## config.mk

```make
export PLATFORM = sky130hd
export DESIGN_NAME = flip_sequencer
export DESIGN_NICKNAME = d
export VERILOG_FILES = /design/src/rtl/flip_sequencer.sv
export SDC_FILE = /design/constraint.sdc
export NUM_CORES = 1
export LEC_CHECK = 0
export CAP_MARGIN = 30
export CORE_MARGIN = 1
export CORE_UTILIZATION = 40
export CTS_CLUSTER_SIZE = 12
export DETAILED_ROUTE_END_ITERATION = 7
export PLACE_DENSITY = 0.64
export SLEW_MARGIN = 20
export SYNTH_ARGS = -nofsm -noshare
export SYNTH_HDL_FRONTEND = slang
export SYNTH_SLANG_ARGS = --single-unit
export TNS_END_PERCENT = 30
```

## constraint.sdc

```tcl
create_clock -name clk -period 2.8 [get_ports clk]
set_input_delay 0.56 -clock clk [delete_from_list [all_inputs] [get_ports clk]]
set_output_delay 0.56 -clock clk [all_outputs]
set_load 0.1 [all_outputs]
```

## src/rtl/flip_sequencer.sv

```systemverilog
// Executes one reversi move against the 32x4 board RAM: origin check, 8-direction
// capture scan, read-modify-write flips, then the placed piece.
module flip_sequencer #(
    parameter int RD_LAT = 1
) (
    input  logic       clk,
    input  logic       resetn,
    input  logic       start,
    input  logic [2:0] x,
    input  logic [2:0] y,
    input  logic       player_black,
    input  logic [3:0] q,
    output logic       wren,
    output logic [4:0] address,
    output logic [3:0] data,
    output logic       busy,
    output logic       done,
    output logic       valid_move,
    output logic [4:0] flip_count
);

    typedef enum logic [3:0] {
        S_IDLE, S_ORG_RD, S_ORG_CHK, S_DIR_INIT, S_SCAN_STEP, S_SCAN_RD, S_SCAN_EVAL,
        S_FLIP_STEP, S_FLIP_RD, S_FLIP_WR, S_DIR_NEXT, S_PLACE_CHK, S_PLACE_RD,
        S_PLACE_WR, S_DONE
    } state_t;

    localparam logic [1:0] WAIT_INIT = 2'(RD_LAT - 1);
    localparam logic [4:0] FLIP_MAX  = 5'd18;

    state_t      r_state, w_next;
    logic [2:0]  r_ox, r_oy, r_cx, r_cy, r_dir, r_run, r_left;
    logic        r_black, r_valid;
    logic [1:0]  r_wait;
    logic [4:0]  r_addr, r_flip;

    logic signed [3:0] w_dx, w_dy, w_nx, w_ny;
    logic        w_off, w_own, w_opp, w_wait_done;
    logic [1:0]  w_cell;
    logic [3:0]  w_wdata;

    always_comb begin
        w_dx = 4'sd0;
        w_dy = 4'sd0;
        case (r_dir)
            3'd0: begin w_dx =  4'sd0; w_dy = -4'sd1; end
            3'd1: begin w_dx =  4'sd1; w_dy = -4'sd1; end
            3'd2: begin w_dx =  4'sd1; w_dy =  4'sd0; end
            3'd3: begin w_dx =  4'sd1; w_dy =  4'sd1; end
            3'd4: begin w_dx =  4'sd0; w_dy =  4'sd1; end
            3'd5: begin w_dx = -4'sd1; w_dy =  4'sd1; end
            3'd6: begin w_dx = -4'sd1; w_dy =  4'sd0; end
            default: begin w_dx = -4'sd1; w_dy = -4'sd1; end
        endcase
    end

    // A step of -1 or 8 in either axis shows up as bit 3 of the signed coordinate.
    assign w_nx        = $signed({1'b0, r_cx}) + w_dx;
    assign w_ny        = $signed({1'b0, r_cy}) + w_dy;
    assign w_off       = w_nx[3] | w_ny[3];
    assign w_cell      = r_cx[0] ? q[3:2] : q[1:0];
    assign w_own       = w_cell[1] & (w_cell[0] == r_black);
    assign w_opp       = w_cell[1] & (w_cell[0] != r_black);
    assign w_wait_done = (r_wait == 2'd0);
    assign w_wdata     = r_cx[0] ? {1'b1, r_black, q[1:0]} : {q[3:2], 1'b1, r_black};

    always_ff @(posedge clk or negedge resetn) begin
        if (!resetn) r_state <= S_IDLE;
        else         r_state <= w_next;
    end

    always_comb begin
        w_next = r_state;
        wren   = 1'b0;
        busy   = 1'b1;
        done   = 1'b0;
        case (r_state)
            S_IDLE: begin
                busy = 1'b0;
                if (start) w_next = S_ORG_RD;
            end
            S_ORG_RD:    if (w_wait_done) w_next = S_ORG_CHK;
            S_ORG_CHK:   w_next = w_cell[1] ? S_DONE : S_DIR_INIT;
            S_DIR_INIT:  w_next = S_SCAN_STEP;
            S_SCAN_STEP: w_next = w_off ? S_DIR_NEXT : S_SCAN_RD;
            S_SCAN_RD:   if (w_wait_done) w_next = S_SCAN_EVAL;
            S_SCAN_EVAL: begin
                if (w_opp)                        w_next = S_SCAN_STEP;
                else if (w_own && r_run != 3'd0)  w_next = S_FLIP_STEP;
                else                              w_next = S_DIR_NEXT;
            end
            S_FLIP_STEP: w_next = S_FLIP_RD;
            S_FLIP_RD:   if (w_wait_done) w_next = S_FLIP_WR;
            S_FLIP_WR: begin
                wren   = 1'b1;
                w_next = (r_left == 3'd1) ? S_DIR_NEXT : S_FLIP_STEP;
            end
            S_DIR_NEXT:  w_next = (r_dir == 3'd7) ? S_PLACE_CHK : S_DIR_INIT;
            S_PLACE_CHK: w_next = (r_flip == 5'd0) ? S_DONE : S_PLACE_RD;
            S_PLACE_RD:  if (w_wait_done) w_next = S_PLACE_WR;
            S_PLACE_WR: begin
                wren   = 1'b1;
                w_next = S_DONE;
            end
            S_DONE: begin
                busy   = 1'b0;
                done   = 1'b1;
                w_next = S_IDLE;
            end
            default: w_next = S_IDLE;
        endcase
    end

    always_ff @(posedge clk or negedge resetn) begin
        if (!resetn) begin
            r_ox    <= '0;
            r_oy    <= '0;
            r_cx    <= '0;
            r_cy    <= '0;
            r_dir   <= '0;
            r_run   <= '0;
            r_left  <= '0;
            r_black <= 1'b0;
            r_valid <= 1'b0;
            r_wait  <= '0;
            r_addr  <= '0;
            r_flip  <= '0;
        end else begin
            case (r_state)
                S_IDLE: if (start) begin
                    r_ox    <= x;
                    r_oy    <= y;
                    r_cx    <= x;
                    r_cy    <= y;
                    r_black <= player_black;
                    r_dir   <= 3'd0;
                    r_flip  <= 5'd0;
                    r_valid <= 1'b0;
                    r_addr  <= {y, x[2:1]};
                    r_wait  <= WAIT_INIT;
                end
                S_ORG_RD, S_SCAN_RD, S_FLIP_RD, S_PLACE_RD:
                    if (!w_wait_done) r_wait <= r_wait - 2'd1;
                S_DIR_INIT: begin
                    r_cx  <= r_ox;
                    r_cy  <= r_oy;
                    r_run <= 3'd0;
                end
                S_SCAN_STEP, S_FLIP_STEP: if (!w_off) begin
                    r_cx   <= w_nx[2:0];
                    r_cy   <= w_ny[2:0];
                    r_addr <= {w_ny[2:0], w_nx[2:1]};
                    r_wait <= WAIT_INIT;
                end
                S_SCAN_EVAL: begin
                    if (w_opp) begin
                        r_run <= r_run + 3'd1;
                    end else if (w_own && r_run != 3'd0) begin
                        r_cx   <= r_ox;
                        r_cy   <= r_oy;
                        r_left <= r_run;
                    end
                end
                S_FLIP_WR: begin
                    r_left <= r_left - 3'd1;
                    if (r_flip != FLIP_MAX) r_flip <= r_flip + 5'd1;
                end
                S_DIR_NEXT: r_dir <= r_dir + 3'd1;
                S_PLACE_CHK: if (r_flip != 5'd0) begin
                    r_cx   <= r_ox;
                    r_cy   <= r_oy;
                    r_addr <= {r_oy, r_ox[2:1]};
                    r_wait <= WAIT_INIT;
                end
                S_PLACE_WR: r_valid <= 1'b1;
                default: ;
            endcase
        end
    end

    assign address    = r_addr;
    assign data       = wren ? w_wdata : 4'd0;
    assign valid_move = r_valid;
    assign flip_count = r_flip;

endmodule

```

==> summary.txt <==
Outcome
  – Status: finished, final reports clean

Synth
  – Area leader, netlist: dfrtp_1
  – Mean area per synthesized cell: 8.886 sq um
  – Number of enable flip-flop cells after synthesis: 0
  – Dominant register cell in the synthesized netlist: dfrtp_1
  – Cells taking the most area after synthesis: dfrtp_1 (34%), ha_1 (9.2%), nand2_1 (5.5%)
  – Number of synthesized register bits: 39
  – Number of warnings printed during yosys synthesis: 0
  – Total standard cell area after synthesis: 2870 sq um
  – Post-Syn Nets: 359
  – Yosys cell types: 50
  – Sequential element share of the synthesized area: 34.00%
  – Synthesized netlist cell count: 323
  – Area fraction of the dominant cell type after synthesis: 34.00%
  – Fraction of registers with async set or reset after synthesis: 100.0%

Finish
  – Area used by multi-input combinational logic: 1842 sq um
  – Antenna diodes: 0
  – Synth-to-Final Area Change: 28.51%
  – Sequential standard cell area: 977.2 sq um
  – Number of fill cells in the layout: 625
  – Fraction of final layout cells sized beyond drive strength 1: 23.86%
  – Fin nets: 408

Clock tree
  – H-tree lvl count: 2
  – Sinks on the clock net: 39
  – CTS tree: built
  – Clock-pin slew of the registers on the worst-case setup and hold paths: 90 ps
  – Root buffer cell: clkbuf_8
  – Clk buf depth: 2
  – Number of buffers added by the clock tree synthesis step: 5
  – Latest clock arrival within the worst-skew pair: 300 ps

Setup path
  – CP Data Required Time: 2990 ps
  – Max Fanout on Critical Path: 6
  – Category of the worst setup path launch point: flip-flop
  – Classification of the worst setup path: reg2reg
  – Critical path endpoint category: flip-flop
  – Arrival time of data at the critical path endpoint: 2850 ps

Global routing
  – Met1 Track Usage GR: 27.41%
  – Vias in the first global route: 2254
  – Global-route usage over all layers: 19.28%
  – Global routing's busiest layer: met2
  – Initial antenna violation count: 0
  – GRT met2 Usage: 30.23%
  – Largest net degree at the start of global routing: 40
  – GR met3 Demand/Resource: 3.333%
  – Global-route wire length before repair: 11150 microns
  – Grt ovf: 0

Placement
  – Pre-CTS WS: -46.16 ps
  – GPL Wtd Cong: 0.8685
  – HPWL after detailed placement: 5084 microns
  – Count of input and output buffers: 31

Floorplan
  – Die Footprint: 7519 sq um
  – Effective utilization at floorplan: 41.79%
  – Num rows: 30
  – Die boundary height: 86.71 microns
  – Number of top-level design ports: 32
  – Placeable core area: 6869 sq um
  – DIE WIDTH: 86.71 microns

STA
  – Final Hold Violating Endpoints: 0
  – Pin slew with the least headroom to its limit: 583.3 ps
  – Total count of max-transition violations in the final report: 0
  – Maximum operating frequency: 376.8 MHz
  – Clock period minus final worst setup slack: 2654 ps
  – Clock skew after layout: 9.095 ps
  – Final setup violation count: 0
  – Fin worst setup slack: 146.1 ps
  – Worst relative slew slack: 61.04%
  – Final cycle utilization of the critical path: 94.78%

Hold path
  – Class of the tightest hold or removal check: in2async

Route
  – Routed Wire Length: 6777 microns
  – Number of vias after detailed routing: 2444
  – Count of unresolved DRC violations after routing: 0
  – First drt pass iteration count: 4
  – Detailed-route vias per instance: 5.211
  – WL per Instance: 14.45 microns
  – Number of DRC violations after detailed-routing iteration 0: 122
  – Antenna violation net count after detailed routing: 0

Flow run
  – Max-Cap Viols: 0
==> metrics by stage <==
step	cells	util, %	hold WS, ps	area [sq um]	TNS [ps]
after CTS	463	51.33	426.9	3526	0
after floorplan	323	-	264.4	2874	-528.2
after global placement	454	49.45	477.8	3397	0
final	469	53.70	167.6	3689	0
after global routing	469	53.70	183.6	3689	-50.70
after detailed placement	454	49.45	485.0	3397	-296.7
==> repair_timing <==
action / CTS / global route
endpoints found under the setup margin: 11 / 15
setup buffers: 1 / 5
pin swaps: 2 / 5
gates resized for setup: 3 / 19
hold buffers: 0 / 0
==> layout by cell type, fill, tap and decap left out, drive strengths merged, types with 2 or more instances in the layout <==
master,netlist,layout
dfrtp,39,39
clkbuf,5,5
o21ai,18,18
clkinv,0,2
nand2,42,42
a21oi,17,17
and3,2,2
o31ai,5,5
a22oi,2,2
clkdlybuf4s50,0,12
buf,9,44
nand4,3,3
nand3,17,17
mux2,14,14
o22ai,2,2
a311oi,2,2
xor2,8,8
xnor2,4,4
and2,5,5
a211oi,3,3
o21bai,3,3
nor3,6,6
nor2b,9,9
nor4b,2,2
nand2b,7,7
o211ai,4,4
inv,21,21
a221o,8,8
mux2i,4,4
a31oi,5,5
nor2,23,23
ha,21,21
==> synth_stat cells, drive strengths merged (3+ instances only) <==
library cell,instances
a31oi,5
mux2i,4
nand3,17
o21ai,18
xor2,8
o211ai,4
nor3,6
dfrtp,39
xnor2,4
mux2,14
ha,21
and2,5
inv,21
nand2b,7
a221o,8
buf,9
nor2b,9
o21bai,3
nand4,3
clkbuf,5
o31ai,5
nor2,23
a21oi,17
nand2,42
a211oi,3
==> cell type report <==
type                    count  area share, %
clock buffers               5          1.866
multi-input cells         249          49.93
flip-flops and latches     39          26.49
clock inverters             3          1.187
repair buffers             56          15.06
inverters                  21          2.205
well taps                  96          3.256
==> flip-flops by register name (all words and copies together) (netlist names) <==
| signal | cells |
|---|---|
| address | 5 |
| flip_count | 5 |
| r_state | 4 |
| r_cx | 3 |
| r_cy | 3 |
| r_dir | 3 |
| r_left | 3 |
| r_ox | 3 |
| r_oy | 3 |
| r_run | 3 |
| r_wait | 2 |
| r_black | 1 |
| valid_move | 1 |
==> worst paths after layout <==
kind / start / endpoint / slack, ps / cells after the start
min in group clk: r_left[0] / r_left[0] / 510 / 1
max in group asynchronous: resetn / r_state[3] / 2170 / 2
min reg2reg: r_left[0] / r_left[0] / 510 / 1
min: resetn / r_left[1] / 170 / 1
max reg2reg: r_dir[0] / r_cx[0] / 150 / 13
max: r_dir[0] / r_cx[0] / 150 / 13
==> worst max-delay path, cell delays in order, from the launching register on <==
cell      delay [ps]
dfrtp_1          400
buf_4            150
ha_4             160
nor3_2           140
o21bai_1         110
inv_1             80
ha_1             230
a21o_1           170
a21oi_2          170
xor2_2           200
o21ai_2          100
and4_1           210
buf_6            140
mux2_4           290
==> routing by layer <==
| metal | up-vias | routed length (microns) | share of wire [%] |
|---|---|---|---|
| met3 | 8 | 184 | 2.7 |
| met1 | 1154 | 3306 | 49 |
| li1 | 1241 | - | - |
| met2 | 41 | 3191 | 47 |
| met5 | - | 0 | 0 |
| met4 | 0 | 94 | 1.4 |
==> cells by family (layout without fill, tap and decap cells) <==
logic type | count (synthesis) | in the layout | synth area share (%)
buffers and inverters | 35 | 85 | 5.536
AOI/OAI and AO/OA | 76 | 76 | 17.83
xor gates and xnor gates | 12 | 12 | 3.662
adders and majority gates | 22 | 22 | 9.852
muxes | 18 | 18 | 7.672
and+or+nand+nor | 121 | 121 | 21.45
DFF | 39 | 39 | 34.00
Power is left out: the tool's default activity adds up to more than one toggle a clock period on the data nets, which glitch-free logic cannot reach.
